[config.mk]
export PLATFORM = sky130hd
export DESIGN_NAME = dec_wr_sel
export DESIGN_NICKNAME = d
export VERILOG_FILES = /design/src/rtl/dec_wr_sel.sv
export SDC_FILE = /design/constraint.sdc
export NUM_CORES = 1
export LEC_CHECK = 0
export CAP_MARGIN = 20
export CORE_MARGIN = 10
export CORE_UTILIZATION = 39
export DETAILED_ROUTE_END_ITERATION = 8
export PLACE_DENSITY = 0.72
export SLEW_MARGIN = 25
export SYNTH_ARGS = -nofsm -noshare
export SYNTH_HDL_FRONTEND = slang
export SYNTH_SLANG_ARGS = --single-unit
export TNS_END_PERCENT = 5
[constraint.sdc]
create_clock -name Clock -period 2.8 [get_ports Clock]
set_input_delay 0.56 -clock Clock [delete_from_list [all_inputs] [get_ports Clock]]
set_output_delay 0.56 -clock Clock [all_outputs]
set_load 0.05 [all_outputs]
[src/rtl/dec_wr_sel.sv]
// rtl/dec_wr_sel.sv - registered one-hot write-select decoder with clear sweep
// Outputs are all flops; the clear sweep strobes every register once, then pulses Done.
module dec_wr_sel #(
  parameter int N         = 3,
  parameter int CLR_FIRST = 0
) (
  input  logic                Clock,
  input  logic                Resetn,
  input  logic [N-1:0]        W,
  input  logic                En,
  input  logic                Clr,
  output logic [(1<<N)-1:0]   Y,
  output logic                Zero,
  output logic                Busy,
  output logic                Done,
  output logic                Drop
);

  localparam int M = 1 << N;
  localparam logic [N-1:0] FIRST = N'(CLR_FIRST);

  typedef enum logic [1:0] {IDLE, CLEAR, DONE} state_t;

  state_t         state_q, state_d;
  logic [N-1:0]   idx_q, idx_d;
  logic [M-1:0]   y_q, y_d;
  logic           zero_q, zero_d;
  logic           busy_q, busy_d;
  logic           done_q, done_d;
  logic           drop_q, drop_d;

  always_ff @(posedge Clock or negedge Resetn) begin
    if (!Resetn) begin
      state_q <= IDLE;
      idx_q   <= FIRST;
      y_q     <= '0;
      zero_q  <= 1'b0;
      busy_q  <= 1'b0;
      done_q  <= 1'b0;
      drop_q  <= 1'b0;
    end else begin
      state_q <= state_d;
      idx_q   <= idx_d;
      y_q     <= y_d;
      zero_q  <= zero_d;
      busy_q  <= busy_d;
      done_q  <= done_d;
      drop_q  <= drop_d;
    end
  end

  always_comb begin
    state_d = state_q;
    idx_d   = idx_q;
    y_d     = '0;
    zero_d  = 1'b0;
    busy_d  = 1'b0;
    done_d  = 1'b0;
    drop_d  = 1'b0;
    case (state_q)
      CLEAR: begin
        busy_d = 1'b1;
        drop_d = En;
        // The index is back at FIRST after the arming cycle (zero_q low) and
        // again once all M strobes have gone out (zero_q high).
        if (zero_q && (idx_q == FIRST)) begin
          state_d = DONE;
          busy_d  = 1'b0;
          done_d  = 1'b1;
        end else begin
          y_d[idx_q] = 1'b1;
          zero_d     = 1'b1;
          idx_d      = idx_q + 1'b1;
        end
      end
      default: begin
        state_d = IDLE;
        if (Clr) begin
          state_d = CLEAR;
          idx_d   = FIRST;
          busy_d  = 1'b1;
          drop_d  = En;
        end else if (En) begin
          y_d[W] = 1'b1;
        end
      end
    endcase
  end

  assign Y    = y_q;
  assign Zero = zero_q;
  assign Busy = busy_q;
  assign Done = done_q;
  assign Drop = drop_q;

endmodule

==> out/metrics.csv, run 1 <==
stage,metric,value,unit
outcome,outcome,"finished, final reports clean",
routing,drt_iter0_markers,4,
setup_path,r2r_slack,1.32,ns
setup_path,reg2regPathDepth,5,
setup_path,rr_endpoint,idx_q[2],
setup_path,crit_slowest_cell,clkdlybuf4s50_1,
final_layout,nets,91,
routing,drtAntennaViolNets,0,
timing,worst_slack,0.751,ns
routing,avgViaCountPerCell,4.93,
timing,fin_tns_setup,0,ns
placed_design,io_buffers,18,
timing,fin_skew,0.00367,ns
setup_path,cp-start-kind,register,
synth,synth-seq-cells,17,
final_layout,final_common_cell,clkdlybuf4s50_1,
placed_design,place.gp.congestion,0.740,
final_layout,final_cell_mix,"18 x clkdlybuf4s50_1, 17 x dfrtp_1, 7 x nand2_1",
timing,finalHoldViolCount,0,
global_route,antenna_found_initial,0,
timing,post-route-period-util,73.2,%
routing,wl_per_cell,13.9,µm
clock_network,clkLatencyLatePin,0.28,ns
routing,drc_errors,0,
floorplan,start_util,41.6,%
setup_path,arrival,1.49,ns
placed_design,dp_slack,1.05,ns
setup_path,path_delay_family,buffers and inverters,
global_route,grt_pass1_vias,552,
floorplan,core,0.00176,mm²
worst_hold_path,hold_start,idx_q[1],
floorplan,chipWidth,63.4,µm
floorplan,std_cell_rows,15,
setup_path,path_max_fanout,4,
timing,finalSetupViolCount,0,
setup_path,critPathKind,register to output port,
clock_network,cts_tree,done,
clock_network,clk_pin_slew,0.09,ns
final_layout,flow.area_growth_from_synthesis,31.3,%
final_layout,design_area,965,µm²
global_route,grt_max_degree,18,
worst_hold_path,holdPathStages,2,
worst_hold_path,hold_class,register to register,
clock_network,htree_levels,1,
setup_path,path_buf_inv,1,
placed_design,place_hpwl,1.19,mm
clock_network,cts_setup_buffers,0,
setup_path,endpoint_kind,output port,
final_layout,antenna_cells,0,
synth,synth_area_per_cell,12.2,µm²
timing,slew_headroom,51.3,%
setup_path,path_cells,clkdlybuf4s50_1,
routing,num_vias,523,
synth,synth_cell_types,24,
global_route,grt_pass1_wl,2.46,mm
setup_path,r2r_start,idx_q[0],
clock_network,ctsResizeCount,0,
synth,yosysWarnings,0,
clock_network,max-clock-path-buffers,2,
timing,grt_setup_unrepaired,no,
synth,yosysSeqAreaShare,57.9,%
timing,tightest_slew,0.728,ns
synth,syn-num-nets,69,
setup_path,cp_slowest_stage_delay,0.82,ns
routing,drt-total-wl,1.48,mm
floorplan,die_h,63.4,µm
final_layout,drive_above_1_share,9.88,%
timing,finalCriticalPeriod,2.05,ns
power,peakVddDrop,0.000784,V
final_layout,post-route-util,54.7,%
setup_path,required,2.24,ns
flow_run,maxCapViolations,0,
clock_network,cts_buffers,3,
power,power_density,1200,mW/mm²
timing,drv_slew,0,
clock_network,cts_sinks,17,
synth,syn_inst,60,
clock_network,cts_hold_buf,0,
power,cellLeakagePower,0.418,nW
routing,first_pass_iters,4,
floorplan,die_area,0.00402,mm²
floorplan,pin_count,19,
synth,netlist_area,734,µm²
timing,fin_hold_ws,0.612,ns
clock_network,root_buffer,clkbuf_4,
global_route,track_usage,7.38,%
global_route,grt_overflow,0,
worst_hold_path,whs_endpoint,idx_q[1],
placed_design,dpl_cell_area,938,µm²
timing,fmax,488,MHz
## metrics by stage
stage          total power (W)  std cells
6_report               0.00116        106
5_1_grt                0.00124        106
4_1_cts                0.00117        106
3_5_place_dp           0.00105        102
3_3_place_gp           0.00104        102
2_1_floorplan         0.000872         60
## sequential cells by signal, summed over array words and instances (netlist names)
| register | count |
|---|---|
| Busy | 1 |
| Done | 1 |
| Drop | 1 |
| Y | 8 |
| Zero | 1 |
| idx_q | 3 |
| state_q | 2 |
## worst max-delay path by stage
| stage | from | end | slack [ns] | depth (start not counted) |
|---|---|---|---|---|
| CTS | Zero | Zero | 0.74 | 1 |
| detailed placement | Clr | Y[2] | 1.05 | 4 |
| global route | Zero | Zero | 0.67 | 1 |
| finish | Zero | Zero | 0.75 | 1 |
| floorplan | Zero | idx_q[2] | 1.47 | 3 |
| global placement | Zero | Zero | 1.07 | 1 |
## cell usage after synthesis
master	instances	area (µm²)
dfrtp_1	17	425
nand2_1	7	26.3
o22ai_1	4	25.0
o32ai_1	4	35.0
inv_1	3	11.3
ha_1	2	25.0
mux2i_1	2	20.0
nand2b_1	2	12.5
nand3_1	2	10.0
nor2_1	2	7.51
nor2b_1	2	12.5
a21boi_0	1	7.51
a21oi_1	1	5.00
a22o_1	1	8.76
and3b_1	1	8.76
buf_4	1	7.51
mux2i_4	1	22.5
nand2b_2	1	8.76
nand3b_1	1	7.51
nand4_1	1	6.26
nor2_4	1	11.3
o21ai_2	1	8.76
o2bb2ai_2	1	15.0
or3_1	1	6.26
## worst reg2reg max path, delay by kind of cell (launching register included)
family | cells | cell delay, ns
AO/OA/AOI/OAI | 1 | 0.19
adder cells (fa/ha/maj) | 1 | 0.21
buffers and inverters | 1 | 0.16
flip-flops | 1 | 0.42
AND/OR/NAND/NOR | 2 | 0.39
## layer usage
layer | track usage [%] | share of wire [%]
met3 | 4.06 | 9.6
met5 | 0 | 0
met1 | 6.96 | 39
met2 | 12.8 | 51
met4 | 3.28 | 0.88
## power by group
part,switching (W),internal [W],leakage (nW)
clock network,0.0000686,0.0000552,0.0150
logic,0.000421,0.000241,0.183
registers,0.0000449,0.000330,0.219
## layout make-up
cell class,instances,area (µm²)
multi-input combinational,39,290
tap,25,31.3
inverter,3,11.3
sequential,17,425
timing repair buffer,18,180
clock buffer,4,26.3
fill,171,800
## cells by family (layout without fill, tap and decap cells)
group / after synthesis / after routing / share of synthesized area, %
simple gates: 21 / 21 / 16.0
flops: 17 / 17 / 57.9
compound gates: 13 / 13 / 14.3
buf+inv: 4 / 25 / 2.56
mux: 3 / 3 / 5.79
fa+ha+maj: 2 / 2 / 3.41
Power figures use the tool's default switching activity.
==> run 2: changes to the inputs <==
--- a/config.mk
+++ b/config.mk
@@ -9,7 +9,7 @@
 export CORE_MARGIN = 10
 export CORE_UTILIZATION = 39
 export DETAILED_ROUTE_END_ITERATION = 8
-export PLACE_DENSITY = 0.72
+export PLACE_DENSITY = 0.75
 export SLEW_MARGIN = 25
 export SYNTH_ARGS = -nofsm -noshare
 export SYNTH_HDL_FRONTEND = slang
==> constraint.sdc (replaced) <==
create_clock -name Clock -period 1.7 [get_ports Clock]
set_input_delay 0.34 -clock Clock [delete_from_list [all_inputs] [get_ports Clock]]
set_output_delay 0.34 -clock Clock [all_outputs]
set_load 0.05 [all_outputs]
==> out/metrics.csv, run 2 (synthesis gave the netlist of run 1 again) <==
stage,metric,value,unit
outcome,outcome,"finished, final reports clean",
setup_path,required,1.88,ns
clock_network,clk_pin_slew,0.09,ns
power,peakVddDrop,0.000959,V
clock_network,max-clock-path-buffers,2,
timing,fin_tns_setup,0,ns
global_route,grt_max_degree,18,
routing,drt-met1-wl,648,µm
global_route,grt_pass1_vias,574,
clock_network,ctsResizeCount,0,
setup_path,critPathKind,register to register,
clock_network,cts_hold_buf,0,
setup_path,reg2regPathDepth,5,
clock_network,root_buffer,clkbuf_4,
timing,slew_headroom,84.1,%
floorplan,std_cell_rows,15,
floorplan,chipWidth,63.4,µm
timing,grt_setup_unrepaired,no,
global_route,antenna_found_initial,0,
timing,finalCriticalPeriod,1.47,ns
final_layout,final_common_cell,dfrtp_1,
power,power.total,0.00191,W
setup_path,cp-start-kind,register,
setup_path,arrival,1.65,ns
routing,wl_met3,123,µm
final_layout,antenna_cells,0,
routing,dr.max_layer_used,met4,
floorplan,start_util,41.6,%
placed_design,io_buffers,18,
timing,tightest_slew,0.239,ns
clock_network,cts_sinks,17,
setup_path,path_cells,inv_1 > ha_1 > and3b_1 > nor2_4 > a22o_1,
floorplan,pin_count,19,
routing,wl_per_cell,13.6,µm
setup_path,rr_endpoint,idx_q[2],
clock_network,clkLatencyLatePin,0.28,ns
power,power_density,2010,mW/mm²
timing,finalSetupViolCount,0,
setup_path,path_max_fanout,5,
clock_network,cts_tree,done,
final_layout,drive_above_1_share,27.7,%
floorplan,die_area,0.00402,mm²
timing,drv_slew,0,
final_layout,nets,93,
global_route,track_usage,8.11,%
setup_path,crit_slowest_cell,dfrtp_1,
timing,finalHoldViolCount,0,
floorplan,die_h,63.4,µm
routing,avgViaCountPerCell,4.86,
clock_network,cts_setup_buffers,0,
final_layout,final_cell_mix,"17 x dfrtp_1, 14 x buf_4, 7 x nand2_1",
routing,drt_iter0_markers,23,
global_route,grt_overflow,0,
worst_hold_path,hold_class,input port to asynchronous set/reset pin,
placed_design,place.gp.congestion,0.824,
global_route,grt_pass1_wl,2.67,mm
routing,drtAntennaViolNets,0,
setup_path,r2r_start,idx_q[0],
power,cellLeakagePower,0.449,nW
final_layout,largest_register_ffs,8,
clock_network,cts_buffers,3,
routing,drt-total-wl,1.47,mm
clock_network,htree_levels,1,
routing,route.met2.wl,680,µm
routing,first_pass_iters,4,
timing,post-route-period-util,86.3,%
flow_run,maxCapViolations,0,
final_layout,fillers,177,
timing,fmax,682,MHz
setup_path,r2r_slack,0.23,ns
placed_design,place_hpwl,1.20,mm
final_layout,flow.area_growth_from_synthesis,29.5,%
floorplan,core,0.00176,mm²
routing,drc_errors,0,
setup_path,endpoint_kind,register,
routing,num_vias,525,
timing,fin_skew,0.00150,ns
setup_path,cp_slowest_stage_delay,0.42,ns
## run 2: cell count changes in the layout (fill, tap and decap cells not counted)
cell,change
buf_4,+14
clkdlybuf4s50_1,-12
clkbuf_1,-1
clkinv_2,+1
## run 2: where the power goes
part / total (W) / internal [W] / switching (W)
combinational: 0.00109 / 0.000387 / 0.000703
clock: 0.000203 / 0.0000873 / 0.000116
sequential: 0.000617 / 0.000544 / 0.0000729
## run 2: final cells by class
type / count / area [µm²] / area share (%)
flip-flops and latches: 17 / 425 / 44.7
clock inverters: 1 / 5.00 / 0.526
multi-input cells: 39 / 290 / 30.5
repair buffers: 20 / 165 / 17.4
inverters: 3 / 11.3 / 1.18
clock buffers: 3 / 22.5 / 2.37
well taps: 25 / 31.3 / 3.29
## run 2: through the flow
| step | instances | hold WS (ns) | utilization [%] | cell area (µm²) | setup slack (ns) |
|---|---|---|---|---|---|
| after floorplan | 60 | 0.0444 | - | 734 | 0.367 |
| after global placement | 104 | 0.578 | 52.3 | 923 | 0.203 |
| after detailed placement | 104 | 0.582 | 52.3 | 923 | 0.181 |
| after CTS | 108 | 0.368 | 53.9 | 951 | 0.221 |
| after global routing | 108 | 0.373 | 53.9 | 951 | 0.138 |
| final | 108 | 0.368 | 53.9 | 951 | 0.233 |
## run 2: worst max-delay path by stage
stage / startpoint / end
global route: idx_q[0] / idx_q[1]
floorplan: Zero / idx_q[2]
global placement: Clr / Y[2]
finish: idx_q[0] / idx_q[2]
detailed placement: Clr / Y[2]
CTS: idx_q[0] / idx_q[2]
## run 2: worst max-delay path, delay by kind of cell (launching register included)
kind / cells / cell delay, ns
AND/OR/NAND/NOR: 2 / 0.37
buffers and inverters: 1 / 0.16
adder cells (fa/ha/maj): 1 / 0.21
flip-flops: 1 / 0.42
AO/OA/AOI/OAI: 1 / 0.20
## run 2: per-layer routing
layer,vias up,global-route usage [%]
met1,243,9.63
met2,16,12.2
met5,-,0
met4,0,3.28
met3,4,3.89
li1,262,-
==> run 3: changes to the inputs <==
--- a/config.mk
+++ b/config.mk
@@ -5,7 +5,7 @@
 export SDC_FILE = /design/constraint.sdc
 export NUM_CORES = 1
 export LEC_CHECK = 0
-export CAP_MARGIN = 20
+export CAP_MARGIN = 10
 export CORE_MARGIN = 10
 export CORE_UTILIZATION = 39
 export DETAILED_ROUTE_END_ITERATION = 8
==> results of run 3 <==
Final layout, timing and power as in run 2 (identical DEF).
==> RTL change (flow settings as in run 2) <==
The parameter `CLR_FIRST` goes from 0 to 1.
--- a/src/rtl/dec_wr_sel.sv
+++ b/src/rtl/dec_wr_sel.sv
@@ -2,7 +2,7 @@
 // Outputs are all flops; the clear sweep strobes every register once, then pulses Done.
 module dec_wr_sel #(
   parameter int N         = 3,
-  parameter int CLR_FIRST = 0
+  parameter int CLR_FIRST = 1
 ) (
   input  logic                Clock,
   input  logic                Resetn,
Function: changed (Yosys sat finds a counterexample within 4 cycles, from zero or initial values and one cycle with Resetn low).
==> RTL change against run 2 <==
Maximum frequency fell by 2.8%. Routed wire length fell by 5.3%. Critical endpoint is now idx_q[1]. Critical path depth did not move. Area after synthesis fell by 1.4%. Design area rose by 0.79%. Die area fell by 0.93%. Sequential cell count did not move. Global-route usage fell by 0.74 points. Largest power group unchanged. Worst setup slack got worse by 42 ps. Total power fell by 2.0%. Sequential power rose by 3.7%. Combinational power fell by 6%. Critical path type unchanged.
==> RTL change: results (changes against run 2) <==
cts:
  cts_root_buf: "clkbuf_4"
  cts-htree-levels: 1  # unchanged
  clock_latency_ps: 280  # about the same
  post-cts-setup-buffers: 0  # unchanged
  cts_buffer_depth: 2  # unchanged
  numCtsBuffers: 3  # unchanged
  clk_pin_slew_ps: 100
  cts_resized: 0  # unchanged
routing:
  avgViaCountPerCell: 4.68  # -3.7%
  maxUsedRoutingLayer: "met4"
  drt-met1-wl_um: 648  # unchanged
  wl_per_cell_um: 12.8  # -6.2%
  drt_first_pass_iters: 4  # unchanged
  wl_met2_um: 630  # -7.4%
  dr.first_iter.drc_count: 21  # -8.7%
  met3WireLength_um: 107  # -13%
global_route:
  grt_use_total_pct: 7.37  # -0.74 points
  grt_pass1_vias: 513  # -11%
  grt_pass1_wl_um: 2430  # -9.1%
  grt_max_degree: 11  # -7
  antenna_found_initial: 0  # unchanged
  grt_use_met1_pct: 9.05  # -0.58 points
  grtUsageMet2_pct: 11.4  # -0.76 points
  use_met3_pct: 3.36  # -0.53 points
logic_synthesis:
  yosysSeqAreaShare_pct: 58.9  # +0.97 points
  async_flop_share_pct: 100  # unchanged
  synthFlopType: "dfrtp_1"
  yosys_warnings: 0  # unchanged
  ys_top_cells_by_count: "16 x dfrtp_1, 5 x nand2_1, 4 x inv_1, 4 x o22ai_1"
  ys_top_cells_by_area: "dfrtp_1 55%, mux2i_1 4.1%, dfstp_2 3.6%"
  synth_nets: 67  # -2.9%
  ys_types: 22  # -8.3%
  avgSynthCellArea_um2: 12.5  # +2.0%
sta:
  hold_viol: 0  # unchanged
  skew_ps: 6.37  # +4.87 ps
  drv_slew: 0  # unchanged
  maxSlewHeadroom_pct: 75.4  # -8.6 points
finish:
  drive_above_1_share_pct: 32.1  # +4.4 points
  largest_reg_flops: 8  # unchanged
  antenna_cells: 0  # unchanged
  fin_cells: 109  # +0.93%
  fillers: 152  # -14%
  nNetsFinal: 94  # +1.1%
worst_setup_path:
  cp.arrival_ps: 1740  # +90 ps
  critPathTopFamily: "flip-flops"
  slowest_delay_ps: 470  # +50 ps
  critical-path-slowest-cell: "dfrtp_1"
  crit_fanout: 7  # +2
place:
  gp_congestion: 0.847  # +2.8%
  place_inst: 105  # +0.96%
  portBuffers: 18  # unchanged
  hpwl_um: 1090  # -9.2%
min_path:
  hold_class: "input pin to async pin"
power:
  vdd_drop_max_v: 0.00142  # +48%
  p_leak_nw: 0.465  # +3.6%
outcome:
  status: "complete, no violations"
==> RTL change: cell types whose count changed in the layout (fill, tap and decap cells not counted), sizes merged, moves of 2 or more <==
cell and change:
buf +3, nand2 -2, nand2b -2, nand3b +2
==> RTL change: final timing paths <==
path                             to  cells past startpoint  slack (ps)      from
setup / recovery           idx_q[1]                      5         190  idx_q[1]
hold / removal                 Done                      1         320    Resetn
setup reg to reg           idx_q[1]                      5         190  idx_q[1]
hold reg to reg            idx_q[2]                      1         590  idx_q[2]
max in group asynchronous      Y[6]                      2         940    Resetn
min in group Clock         idx_q[2]                      1         590  idx_q[2]
==> RTL change: where the power goes <==
part / internal [mW] / switching (mW) / total, mW / leakage [nW]
registers: 0.558 / 0.0817 / 0.640 / 0.217
clock network: 0.0909 / 0.122 / 0.213 / 0.0150
logic: 0.372 / 0.648 / 1.02 / 0.234
total: 1.02 / 0.851 / 1.87 / 0.465
==> RTL change: through the flow <==
stage          util (%)  instance area, um2  worst slack [ps]
4_1_cts            54.9                 958               160
3_5_place_dp       53.4                 932               133
5_1_grt            54.9                 958              52.4
3_3_place_gp       53.4                 932               163
6_report           54.9                 958               191
2_1_floorplan         -                 724               304
==> RTL change: kinds of logic (layout without fill, tap and decap cells) <==
kind of cell | after synthesis | count (layout) | synth area share, %
adder cells (fa/ha/maj) | 2 | 2 | 3.45
buffers and inverters | 5 | 31 | 3.63
AO/OA/AOI/OAI | 11 | 11 | 12.4
AND/OR/NAND/NOR | 20 | 20 | 17.4
flip-flops | 17 | 17 | 58.9
multiplexers | 3 | 3 | 4.15
==> RTL change: cell type report <==
class / instances / share of cell area (%)
Clock buffer: 4 / 2.74
Multi-Input combinational cell: 36 / 28.3
Timing Repair Buffer: 23 / 19.6
Inverter: 4 / 1.57
Tap cell: 25 / 3.26
Sequential cell: 17 / 44.5
